<file path="src/rtl/uart_pkg.sv">
// Shared definitions for the UART transmit path.
package uart_pkg;

    localparam int   OVERSAMPLE_DEF = 16;
    localparam logic IDLE_LVL       = 1'b1;

    typedef enum logic [2:0] {
        ST_IDLE   = 3'd0,
        ST_START  = 3'd1,
        ST_DATA   = 3'd2,
        ST_PARITY = 3'd3,
        ST_STOP   = 3'd4
    } tx_state_e;

endpackage

</file>
<file path="src/rtl/uart_baud_gen.sv">
// Baud divisor: one tick every baud_val+1 cycles while enabled.
module uart_baud_gen #(
    parameter int BITWIDTH = 8
) (
    input  logic                pclk,
    input  logic                presetn,
    input  logic                enable,
    input  logic [BITWIDTH-1:0] baud_val,
    output logic                baud_tick
);

    logic [BITWIDTH-1:0] cnt;

    // >= so a divisor lowered below the running count ticks at once
    assign baud_tick = enable && (cnt >= baud_val);

    always_ff @(posedge pclk or negedge presetn) begin
        if (!presetn) begin
            cnt <= '0;
        end else if (!enable || baud_tick) begin
            cnt <= '0;
        end else begin
            cnt <= cnt + 1'b1;
        end
    end

endmodule

</file>
<file path="src/rtl/uart_tx_core.sv">
// UART transmitter: holding register, frame FSM, shifter and parity.
module uart_tx_core
    import uart_pkg::*;
#(
    parameter int BITWIDTH   = 8,
    parameter int OVERSAMPLE = OVERSAMPLE_DEF
) (
    input  logic                pclk,
    input  logic                presetn,
    input  logic [BITWIDTH-1:0] baud_val,
    input  logic [BITWIDTH-1:0] data_in,
    input  logic                tx_load,
    input  logic                parity_en,
    input  logic                odd_n_even,
    output logic                tx,
    output logic                tf_TXRDY,
    output logic                tx_busy
);

    localparam int TW  = $clog2(OVERSAMPLE);
    localparam int BIW = $clog2(BITWIDTH);
    localparam logic [TW-1:0]  LAST_TICK = TW'(OVERSAMPLE - 1);
    localparam logic [BIW-1:0] LAST_BIT  = BIW'(BITWIDTH - 1);

    tx_state_e           state;
    logic [BITWIDTH-1:0] hold_reg;
    logic                hold_full;
    logic [BITWIDTH-1:0] shifter;
    logic                par_en_q;
    logic                par_bit_q;
    logic [TW-1:0]       tick_cnt;
    logic [BIW-1:0]      bit_idx;
    logic                baud_en;
    logic                baud_tick;
    logic                bit_end;
    logic                xfer;
    logic                accept;

    assign baud_en  = (state != ST_IDLE);
    assign tx_busy  = baud_en;
    assign tf_TXRDY = ~hold_full;
    assign bit_end  = baud_tick && (tick_cnt == LAST_TICK);
    assign xfer     = hold_full &&
                      ((state == ST_IDLE) ||
                       ((state == ST_STOP) && bit_end));
    assign accept   = tx_load && !hold_full;

    uart_baud_gen #(
        .BITWIDTH (BITWIDTH)
    ) u_baud (
        .pclk      (pclk),
        .presetn   (presetn),
        .enable    (baud_en),
        .baud_val  (baud_val),
        .baud_tick (baud_tick)
    );

    always_ff @(posedge pclk or negedge presetn) begin
        if (!presetn) begin
            hold_reg  <= '0;
            hold_full <= 1'b0;
        end else if (xfer) begin
            hold_full <= 1'b0;
        end else if (accept) begin
            hold_reg  <= data_in;
            hold_full <= 1'b1;
        end
    end

    always_ff @(posedge pclk or negedge presetn) begin
        if (!presetn) begin
            state     <= ST_IDLE;
            shifter   <= '0;
            par_en_q  <= 1'b0;
            par_bit_q <= 1'b0;
            tick_cnt  <= '0;
            bit_idx   <= '0;
            tx        <= IDLE_LVL;
        end else if (xfer) begin
            // odd/even mode folds into the latched parity bit
            state     <= ST_START;
            shifter   <= hold_reg;
            par_en_q  <= parity_en;
            par_bit_q <= ^hold_reg ^ odd_n_even;
            tick_cnt  <= '0;
            bit_idx   <= '0;
            tx        <= 1'b0;
        end else if (baud_tick) begin
            tick_cnt <= tick_cnt + 1'b1;
            if (tick_cnt == LAST_TICK) begin
                unique case (state)
                    ST_START: begin
                        state <= ST_DATA;
                        tx    <= shifter[0];
                    end
                    ST_DATA: begin
                        if (bit_idx == LAST_BIT) begin
                            state <= par_en_q ? ST_PARITY : ST_STOP;
                            tx    <= par_en_q ? par_bit_q : IDLE_LVL;
                        end else begin
                            bit_idx <= bit_idx + 1'b1;
                            shifter <= shifter >> 1;
                            tx      <= shifter[1];
                        end
                    end
                    ST_PARITY: begin
                        state <= ST_STOP;
                        tx    <= IDLE_LVL;
                    end
                    default: begin
                        state <= ST_IDLE;
                        tx    <= IDLE_LVL;
                    end
                endcase
            end
        end
    end

endmodule

</file>
<file path="config.mk">
export PLATFORM = sky130hd
export DESIGN_NAME = uart_tx_core
export DESIGN_NICKNAME = d
export VERILOG_FILES = /design/src/rtl/uart_pkg.sv /design/src/rtl/uart_baud_gen.sv /design/src/rtl/uart_tx_core.sv
export SDC_FILE = /design/constraint.sdc
export NUM_CORES = 1
export LEC_CHECK = 0
export BUFFER_PORTS_ARGS = -buffer_cell sky130_fd_sc_hd__buf_2
export CORE_ASPECT_RATIO = 0.6
export CORE_UTILIZATION = 58
export DETAILED_ROUTE_END_ITERATION = 7
export PLACE_DENSITY = 0.85
export SLEW_MARGIN = 40
export SYNTH_ARGS = -nofsm -noshare
export SYNTH_HDL_FRONTEND = slang
export SYNTH_SLANG_ARGS = --single-unit
</file>
<file path="constraint.sdc">
create_clock -name pclk -period 2.65 [get_ports pclk]
set_input_delay 0.53 -clock pclk [delete_from_list [all_inputs] [get_ports pclk]]
set_output_delay 0.53 -clock pclk [all_outputs]
set_load 0.05 [all_outputs]
</file>
==> impl_metrics.py, run 1 <==
metrics = {
    "sta": {
        "timing.final.ws_setup_ns": 0.416,
        "fin_crit_ns": 2.23,
        "setup_viol": 0,
        "slew_viol_final": 0,
        "rsz0062_at_grt": "no",
        "finClkSkew_ns": 0.00583,
        "tightest_slew_ns": 0.730,
        "hold_viol_final": 0,
        "max_freq_mhz": 448,
        "tns_ns": 0,
        "maxSlewHeadroom": 0.512,
        "period_share": 0.843,
        "whs_ns": 0.191,
    },
    "hold_path": {
        "hold_class": "in -> async",
    },
    "route": {
        "vias": 1561,
        "drtAntennaViolNets": 0,
        "dr.pass1.iters": 4,
        "drt_iter0_drc": 74,
        "viasPerCell": 6.03,
        "wl_per_cell_um": 17.2,
        "drt_wl_total_um": 4460,
        "drc": 0,
    },
    "finish": {
        "drive_gt1_frac": 0.248,
        "fin_cells": 259,
        "nNetsFinal": 246,
        "final_cell_mix": "37 x dfrtp_1, 22 x buf_2, 12 x inv_1, 12 x nor2_1, 12 x ha_1",
        "diodes": 0,
        "mostFrequentLayoutCell": "dfrtp_1",
        "areaGrowthSynthToFinish_pct": 12.3,
    },
    "pwr": {
        "power_density_mw_per_mm2": 981,
        "vdd_ir_drop_max_mv": 0.465,
        "p_leak_nw": 1.15,
        "finalPower_mw": 2.29,
    },
    "synthesis": {
        "async_reset_ff_frac": 1.00,
        "yosys_register_bits": 38,
        "synth_cells": 189,
        "syn-cell-area_mm2": 0.00208,
        "yosysWarnings": 0,
        "syn_nets": 222,
        "synth_top_area_frac": 0.444,
        "synth-edff-count": 0,
        "synth_cell_types": 50,
        "syn_area_per_cell_um2": 11.0,
        "synth_top_flop_cell": "dfrtp_1",
        "yosysTopAreaCell": "dfrtp_1",
        "synthTopCellsByArea": "dfrtp_1 44%, ha_1 7.2%, mux2_2 4.9%",
        "ys_seq_area_frac": 0.457,
    },
    "status": {
        "status": "finished clean",
    },
    "placement": {
        "dp_slack_ns": 0.244,
        "place_congestion": 0.825,
        "post-dp-hpwl_um": 3290,
        "place_inst": 251,
        "portBuffers": 23,
    },
    "floorplanning": {
        "io_pins": 24,
        "die_w_um": 79.4,
        "row_count": 16,
        "start_util": 0.623,
        "die_y_um": 48.4,
        "dieArea_mm2": 0.00384,
        "core-area_mm2": 0.00334,
    },
    "cts": {
        "cts_resized": 0,
        "cts_root_buffer": "clkbuf_8",
        "htree_levels": 2,
        "insertion_delay_ns": 0.29,
        "post_cts_buffers": 0,
        "cts_tree": "done",
        "path_clk_slew_ns": 0.07,
        "postCtsHoldBufs": 0,
        "cts.path.max_buffers": 2,
        "cts_buffers": 5,
        "cts.sinks": 38,
    },
    "job": {
        "cap_violations": 0,
    },
    "setup_path": {
        "crit_path_end_kind": "flip-flop",
        "cp-start-kind": "flip-flop",
        "path_max_fanout": 14,
        "cp.arrival_ns": 2.42,
        "path_class": "reg -> reg",
        "worst_ep_required_time_ns": 2.84,
    },
    "grt": {
        "grt_max_degree": 39,
        "grt_pass1_vias": 1620,
        "grt_pass1_wl_um": 7690,
        "grt.overflow.total": 0,
        "grt_antenna_before_repair": 0,
        "gr-usage-all-layers": 0.269,
    },
}
per-stage QoR:
stage | utilization | cell area, um^2
after floorplan | - | 2080
after global placement | 0.665 | 2220
after detailed placement | 0.665 | 2220
after CTS | 0.697 | 2330
after global routing | 0.700 | 2340
final | 0.700 | 2340
synth_stat cells, drive strengths merged, types with 3 or more instances:
cell type,count
a21oi,6
a2bb2oi,6
and3,3
buf,4
clkbuf,3
dfrtp,37
ha,12
inv,12
mux2,12
nand2,7
nand3,8
nand4,3
nor2,13
nor3b,3
o21ai,12
o22ai,8
xnor2,8
xor2,6
worst paths after layout:
| kind | start | endpoint | slack, ns | cells after the start |
|---|---|---|---|---|
| min | presetn | state[1]$_DFFE_PN0P_ | 0.19 | 1 |
| min reg2reg | tick_cnt[3]$_DFFE_PN0P_ | tick_cnt[3]$_DFFE_PN0P_ | 0.50 | 1 |
| max in group asynchronous | presetn | tx$_DFFE_PN1P_ | 2.11 | 1 |
| max reg2reg | u_baud.cnt[0]$_DFF_PN0_ | shifter[7]$_DFFE_PN0P_ | 0.42 | 7 |
| min in group pclk | tx_load | hold_full$_DFFE_PN0P_ | 0.47 | 2 |
| max | u_baud.cnt[0]$_DFF_PN0_ | shifter[7]$_DFFE_PN0P_ | 0.42 | 7 |
kinds of logic (layout without fill, tap and decap cells):
family / count (synthesis) / after routing / synth area share
AND/OR/NAND/NOR: 45 / 45 / 0.129
flip-flops: 38 / 38 / 0.457
XOR/XNOR: 14 / 14 / 0.0589
adder cells (fa/ha/maj): 12 / 12 / 0.0721
multiplexers: 12 / 12 / 0.0649
AO/OA/AOI/OAI: 49 / 49 / 0.179
buffers and inverters: 19 / 44 / 0.0396
per-layer routing:
metal	vias to the layer above	track usage	wire length (um)
met4	0	0.103	69
met5	-	0	0
met1	759	0.370	2040
met2	55	0.418	2090
li1	735	-	-
met3	12	0.0585	266
cell type report:
class,count,area (um^2)
Fill cell,234,1000
Inverter,12,45.0
Clock buffer,7,76.3
Multi-Input combinational cell,132,1050
Clock inverter,1,30.0
Timing Repair Buffer,24,125
Tap cell,45,56.3
Sequential cell,38,952
power breakdown:
part	switching [mW]	internal (mW)
Sequential	0.207	0.788
Clock	0.196	0.281
Combinational	0.401	0.421
Total	0.804	1.49
critical path, cell delays in order (launching register included):
cell,delay (ns)
dfrtp_1,0.41
inv_1,0.07
ha_1,0.28
nand2b_4,0.15
a2111oi_4,0.39
o211ai_2,0.29
buf_4,0.28
a32o_1,0.25
Power figures use the tool's default switching activity.
==> run 2, diff against run 1 <==
--- a/config.mk
+++ b/config.mk
@@ -5,11 +5,12 @@
 export SDC_FILE = /design/constraint.sdc
 export NUM_CORES = 1
 export LEC_CHECK = 0
+export ABC_AREA = 1
 export BUFFER_PORTS_ARGS = -buffer_cell sky130_fd_sc_hd__buf_2
 export CORE_ASPECT_RATIO = 0.6
-export CORE_UTILIZATION = 58
+export CORE_UTILIZATION = 52
 export DETAILED_ROUTE_END_ITERATION = 7
-export PLACE_DENSITY = 0.85
+export PLACE_DENSITY = 0.81
 export SLEW_MARGIN = 40
 export SYNTH_ARGS = -nofsm -noshare
 export SYNTH_HDL_FRONTEND = slang
==> constraint.sdc (replaced) <==
create_clock -name pclk -period 2 [get_ports pclk]
set_input_delay 0.4 -clock pclk [delete_from_list [all_inputs] [get_ports pclk]]
set_output_delay 0.4 -clock pclk [all_outputs]
set_load 0.05 [all_outputs]
==> run 2 against run 1 <==
The flow now finishes with violations (DRC). Maximum frequency increased by 21%. Synthesized area increased by 2.6%. Count of clock-buffer cells in the layout increased by 1. Routed wire length decreased by 4.2%. Clock power increased by 7.7%. Synthesized cell count increased by 36%. Final area increased by 3.2%. Clock skew about the same. Setup slack got worse by 0.26 ns. Global-route usage decreased by 4.6 points. Sequential cell count unchanged. Critical path type unchanged. Largest cell class unchanged.
==> impl_metrics.py, run 2 <==
metrics = {
    "setup_path": {
        "rrSetupSlack_ns": 0.16,
        "path_max_fanout": 12,
        "path_class": "reg -> reg",
        "worst_ep_required_time_ns": 2.18,
        "r2r_start": "u_baud.cnt[0]$_DFF_PN0_",
        "reg2reg_depth": 16,
        "crit_path_end_kind": "flip-flop",
        "r2r_end": "shifter[1]$_DFFE_PN0P_",
        "cp.arrival_ns": 2.02,
        "cp-start-kind": "flip-flop",
    },
    "synthesis": {
        "synth_common_cells": "71 x nand2_1, 37 x dfrtp_1, 31 x nand3_1",
        "syn_area_per_cell_um2": 8.32,
        "synth_cells": 257,
        "synth-edff-count": 0,
        "syn-cell-area_mm2": 0.00214,
        "yosysTopAreaCell": "dfrtp_1",
        "async_reset_ff_frac": 1.00,
        "synthTopCellsByArea": "dfrtp_1 43%, nand2_1 12%, nand3_1 7.3%",
        "yosysWarnings": 0,
        "synth.most_common_cell": "nand2_1",
        "synth_top_flop_cell": "dfrtp_1",
        "syn_nets": 290,
        "yosys_register_bits": 38,
        "ys_seq_area_frac": 0.446,
        "synth_cell_types": 29,
        "synth_top_area_frac": 0.433,
    },
    "floorplanning": {
        "dieArea_mm2": 0.00438,
        "start_util": 0.561,
        "io_pins": 24,
        "die_w_um": 84.8,
        "core-area_mm2": 0.00381,
        "die_y_um": 51.7,
        "row_count": 17,
    },
    "hold_path": {
        "hold_class": "in -> async",
    },
    "finish": {
        "diodes": 0,
        "fin_cells": 338,
        "fill_cells": 330,
        "drive_gt1_frac": 0.206,
        "final_cell_mix": "70 x nand2_1, 37 x dfrtp_1, 31 x nand3_1, 26 x inv_1, 23 x buf_2",
        "areaGrowthSynthToFinish_pct": 13.0,
        "mostFrequentLayoutCell": "nand2_1",
        "nNetsFinal": 323,
    },
    "route": {
        "wl_per_cell_um": 12.7,
        "dr.pass1.iters": 6,
        "drtAntennaViolNets": 0,
        "drt_wl_total_um": 4280,
        "drt_iter0_drc": 75,
        "vias": 1752,
        "drc": 2,
        "viasPerCell": 5.18,
    },
    "sta": {
        "hold_viol_final": 0,
        "tns_ns": 0,
        "rsz0062_at_grt": "no",
        "maxSlewHeadroom": 0.678,
        "whs_ns": 0.140,
        "finClkSkew_ns": 0.00615,
        "period_share": 0.919,
        "fin_crit_ns": 1.84,
        "setup_viol": 0,
        "tightest_slew_ns": 0.482,
        "slew_viol_final": 0,
        "max_freq_mhz": 544,
    },
    "job": {
        "cap_violations": 0,
    },
    "grt": {
        "grt_pass1_vias": 1675,
        "grt_max_degree": 39,
        "gr-usage-all-layers": 0.223,
        "grt_pass1_wl_um": 7290,
        "grt_antenna_before_repair": 0,
        "grt.overflow.total": 0,
    },
    "status": {
        "violations": "DRC",
        "status": "finished with violations",
    },
    "placement": {
        "place_congestion": 0.868,
        "place_inst": 329,
        "post-dp-hpwl_um": 3180,
        "portBuffers": 23,
    },
    "pwr": {
        "p_int_mw": 1.36,
        "power_frac_comb": 0.275,
        "switching_share": 0.340,
        "p_sw_mw": 0.698,
        "seqPwrFrac": 0.475,
        "pwr-share-clk": 0.251,
        "p_leak_nw": 1.35,
        "power_density_mw_per_mm2": 850,
        "vdd_ir_drop_max_mv": 0.522,
    },
    "cts": {
        "cts_root_buffer": "clkbuf_8",
        "cts_tree": "done",
        "htree_levels": 2,
        "insertion_delay_ns": 0.29,
        "cts.path.max_buffers": 2,
        "postCtsHoldBufs": 0,
        "path_clk_slew_ns": 0.07,
        "cts_buffers": 5,
        "cts.sinks": 38,
    },
}
==> run 2: cell types whose count changed after synthesis, moves of 5 or more <==
cell       before  now
inv_1          12   26
nand2_1         6   71
nand2_2         1    6
nand3_1         8   31
o22ai_1         8    1
nor2_1         12   17
a2bb2oi_1       6    0
==> run 2: how the worst max path moves through the flow <==
| stage | from | to | slack (ns) | cells past startpoint |
|---|---|---|---|---|
| finish | u_baud.cnt[0]$_DFF_PN0_ | shifter[1]$_DFFE_PN0P_ | 0.16 | 16 |
| global route | u_baud.cnt[0]$_DFF_PN0_ | tx$_DFFE_PN1P_ | 0.01 | 14 |
| CTS | u_baud.cnt[0]$_DFF_PN0_ | shifter[1]$_DFFE_PN0P_ | 0.14 | 16 |
| detailed placement | baud_val[0] | state[0]$_DFFE_PN0P_ | 0.09 | 14 |
| global placement | baud_val[0] | state[2]$_DFFE_PN0P_ | 0.12 | 13 |
| floorplan | hold_full$_DFFE_PN0P_ | shifter[0]$_DFFE_PN0P_ | 0.18 | 8 |
==> run 2: cell families after synthesis <==
kind of cell	after synthesis	synth area share
AO/OA/AOI/OAI	21	0.0580
multiplexers	8	0.0422
flip-flops	38	0.446
buffers and inverters	33	0.0667
XOR/XNOR	8	0.0328
adder cells (fa/ha/maj)	12	0.0703
AND/OR/NAND/NOR	137	0.285
==> run 2: timing repair <==
action                                  in CTS  in global routing
setup buffers                                0                  1
endpoints found under the setup margin       0                  7
resized for setup                            0                  2
==> run 2: power groups by stage <==
stage / logic [mW] / registers (mW) / clock network [mW]
after CTS: 0.542 / 0.978 / 0.523
after floorplan: 0.413 / 0.969 / 0
after detailed placement: 0.539 / 0.994 / 0
after global placement: 0.521 / 0.991 / 0
final: 0.564 / 0.975 / 0.515
after global routing: 0.671 / 0.992 / 0.548
==> run 2: layout make-up <==
cell class / instances / area (um^2) / area share
multi-input combinational: 186 / 1050 / 0.434
timing repair buffer: 30 / 168 / 0.0694
clock buffer: 8 / 80.1 / 0.0332
sequential: 38 / 952 / 0.394
tap: 47 / 58.8 / 0.0244
inverter: 29 / 109 / 0.0451
==> run 2: per-stage QoR <==
| step | area [um^2] | total power, mW | utilization | worst slack (ns) |
|---|---|---|---|---|
| final | 2410 | 2.05 | 0.634 | 0.161 |
| after global placement | 2320 | 1.51 | 0.610 | 0.115 |
| after CTS | 2400 | 2.04 | 0.631 | 0.136 |
| after global routing | 2410 | 2.21 | 0.634 | 0.0144 |
| after floorplan | 2140 | 1.38 | - | 0.182 |
| after detailed placement | 2320 | 1.53 | 0.610 | 0.0872 |
==> run 2: critical path: stages (launching register included) <==
cell,delay (ns)
dfrtp_1,0.36
inv_1,0.05
ha_1,0.26
inv_1,0.04
nand2_1,0.05
nand2_1,0.05
nand2_1,0.06
nand2_1,0.05
nand2_1,0.07
nand2_1,0.07
nand2_2,0.12
nand2_4,0.10
buf_4,0.20
nand2_2,0.06
nand2_1,0.06
nand2_1,0.07
nand2_1,0.06
==> run 2: layer usage <==
layer	share of wire	up-vias	global-route usage
met5	0	-	0
met4	0.012	0	0.0847
met3	0.053	8	0.0571
met2	0.42	41	0.359
met1	0.52	806	0.295
li1	-	897	-
==> run 3, diff against run 2 <==
--- a/config.mk
+++ b/config.mk
@@ -8,9 +8,9 @@
 export ABC_AREA = 1
 export BUFFER_PORTS_ARGS = -buffer_cell sky130_fd_sc_hd__buf_2
 export CORE_ASPECT_RATIO = 0.6
-export CORE_UTILIZATION = 52
+export CORE_UTILIZATION = 58
 export DETAILED_ROUTE_END_ITERATION = 7
-export PLACE_DENSITY = 0.81
+export PLACE_DENSITY = 0.85
 export SLEW_MARGIN = 40
 export SYNTH_ARGS = -nofsm -noshare
 export SYNTH_HDL_FRONTEND = slang
==> constraint.sdc (replaced) <==
create_clock -name pclk -period 1.7 [get_ports pclk]
set_input_delay 0.34 -clock pclk [delete_from_list [all_inputs] [get_ports pclk]]
set_output_delay 0.34 -clock pclk [all_outputs]
set_load 0.05 [all_outputs]
==> run 3 against run 2 <==
The run ends with setup timing left. Global-route usage rose by 10 points. Clock skew rose by 0.0032 ns. Sequential share of layout area fell by 5.1 points. Utilization rose by 19 points. Count of clock-buffer cells in the layout fell by 2. Critical path depth did not move. Highest routed layer unchanged.
==> impl_metrics.py, run 3 (synthesized netlist as in run 2, its figures left out) <==
metrics = {
    "floorplanning": {
        "dieArea_mm2": 0.00394,
        "start_util": 0.632,
        "core-area_mm2": 0.00338,
        "row_count": 16,
        "io_pins": 24,
        "die_w_um": 80.4,
        "die_y_um": 49.0,
    },
    "setup_path": {
        "crit_path_end_kind": "flip-flop",
        "path_buf_inv": 5,
        "slowest_stage": "dfrtp_1",
        "cp.arrival_ns": 2.13,
        "worst_ep_required_time_ns": 1.89,
        "path_class": "reg -> reg",
        "path_max_fanout": 5,
        "cp_cell_sequence": "inv_2, ha_4, inv_2, nand2_2, nand2_1, nand2_1, nand2_1, nand2_1, nand2_1, nand2_2, buf_6, nand4_1, buf_6, buf_6, nand3_2, nand2_2",
        "cp_common_cell": "nand2_1",
        "critPathTopFamily": "simple AND/OR/NAND/NOR gates",
        "cp-start-kind": "flip-flop",
        "cpPeakStageDelay_ns": 0.36,
    },
    "cts": {
        "htree_levels": 2,
        "cts_buffers": 5,
        "cts_root_buffer": "clkbuf_8",
        "cts.path.max_buffers": 2,
        "cts.sinks": 38,
        "path_clk_slew_ns": 0.08,
        "insertion_delay_ns": 0.30,
        "cts_tree": "done",
    },
    "placement": {
        "post-dp-hpwl_um": 3370,
        "portBuffers": 23,
        "place_inst": 337,
        "place_congestion": 0.833,
    },
    "pwr": {
        "vdd_ir_drop_max_mv": 0.686,
        "pwr-share-clk": 0.239,
        "p_sw_mw": 1.06,
        "p_leak_nw": 1.46,
        "seqPwrFrac": 0.407,
        "power_density_mw_per_mm2": 1020,
        "power_frac_comb": 0.354,
        "switching_share": 0.373,
        "p_int_mw": 1.78,
    },
    "sta": {
        "period_share": 1.15,
        "slew_viol_final": 0,
        "fin_crit_ns": 1.95,
        "rsz0062_at_grt": "yes",
        "hold_viol_final": 0,
        "maxSlewHeadroom": 0.684,
        "setup_viol": 26,
        "timing.final.ws_setup_ns": -0.247,
        "max_freq_mhz": 514,
        "whs_ns": 0.264,
        "finClkSkew_ns": 0.00936,
        "tightest_slew_ns": 0.475,
    },
    "route": {
        "route.top_layer_used": "met4",
        "met3_length_um": 582,
        "drt_wl_total_um": 6220,
        "drtAntennaViolNets": 0,
        "viasPerCell": 5.97,
        "wl_met1_um": 2490,
        "vias": 2118,
        "drt_iter0_drc": 213,
        "drc": 0,
        "wl_per_cell_um": 17.5,
        "wl_met2_um": 2840,
        "dr.pass1.iters": 5,
    },
    "status": {
        "status": "finished with violations",
        "violations": "setup timing",
    },
    "finish": {
        "areaGrowthSynthToFinish_pct": 29.7,
        "nNetsFinal": 342,
        "drive_gt1_frac": 0.339,
        "diodes": 0,
        "final_cell_mix": "65 x nand2_1, 37 x dfrtp_1, 23 x buf_2, 22 x inv_1, 20 x nand3_1",
        "final_util": 0.820,
        "fin_cells": 355,
        "mostFrequentLayoutCell": "nand2_1",
    },
    "hold_path": {
        "hold_class": "in -> reg",
    },
    "grt": {
        "grt_max_degree": 21,
        "grt_antenna_before_repair": 0,
        "grt_pass1_wl_um": 9390,
        "grt.overflow.total": 0,
        "gr-usage-all-layers": 0.327,
        "grt_pass1_vias": 2006,
    },
    "job": {
        "cap_violations": 0,
    },
}
## run 3: cell count changes in the layout (fill, tap and decap cells not counted), sizes merged
cell	delta
buf	+18
clkbuf	-2
clkinvlp	+2
clkinv	+1
dlygate4sd3	+1
inv	-1
## run 3: cell type report
| cell class | instances | area (um^2) |
|---|---|---|
| repair buffers | 49 | 392 |
| well taps | 45 | 56.3 |
| flip-flops and latches | 38 | 952 |
| clock inverters | 2 | 12.5 |
| multi-input cells | 186 | 1160 |
| inverters | 29 | 116 |
| fillers | 200 | 611 |
| clock buffers | 6 | 82.6 |
## run 3: stage by stage
stage / worst slack, ns / area, um^2 / setup TNS (ns) / power, mW
global placement: -0.0765 / 2420 / -1.11 / 1.85
global route: -0.306 / 2770 / -5.70 / 2.97
CTS: -0.145 / 2750 / -2.51 / 2.67
floorplan: 0.0640 / 2140 / 0 / 1.63
detailed placement: -0.187 / 2420 / -3.13 / 1.92
finish: -0.247 / 2770 / -4.25 / 2.84
## run 3: layer usage
metal / up-vias / global-route usage
met4: 0 / 0.146
met5: - / 0
met1: 995 / 0.423
li1: 934 / -
met3: 47 / 0.0841
met2: 142 / 0.518
## run 3: worst reg2reg max path, stage by stage (launching register included)
cell and delay, ns:
dfrtp_1 0.36, inv_2 0.05, ha_4 0.25, inv_2 0.03
nand2_2 0.05, nand2_1 0.05, nand2_1 0.08, nand2_1 0.06
nand2_1 0.06, nand2_1 0.06, nand2_2 0.09, buf_6 0.12
nand4_1 0.11, buf_6 0.17, buf_6 0.13, nand3_2 0.09
nand2_2 0.06
## run 3: power groups by stage
stage | Sequential, mW | Combinational [mW] | Clock [mW]
global route | 1.16 | 1.10 | 0.713
detailed placement | 1.15 | 0.773 | 0
global placement | 1.14 | 0.713 | 0
CTS | 1.13 | 0.875 | 0.666
finish | 1.16 | 1.00 | 0.678
floorplan | 1.14 | 0.486 | 0
## run 3: worst paths after layout
kind                                         start                       to  slack, ns  cells after the start
max                        u_baud.cnt[0]$_DFF_PN0_   shifter[2]$_DFFE_PN0P_      -0.25                     16
min                                     data_in[4]  hold_reg[4]$_DFFE_PN0P_       0.26                      2
max reg2reg                u_baud.cnt[0]$_DFF_PN0_   shifter[2]$_DFFE_PN0P_      -0.25                     16
min reg2reg                         tx$_DFFE_PN1P_           tx$_DFFE_PN1P_       0.47                      2
max in group asynchronous                  presetn   bit_idx[1]$_DFFE_PN0P_       0.71                      3
min in group asynchronous                  presetn     state[1]$_DFFE_PN0P_       0.52                      2
## run 3: what timing repair did
item / CTS / global route
hold endpoints to repair: 7 / 0
cloned: 3 / 0
gates resized for setup: 34 / 12
endpoints found under the setup margin: 23 / 28
hold buffers: 1 / 0
pin swaps: 16 / 10
setup buffers: 6 / 1
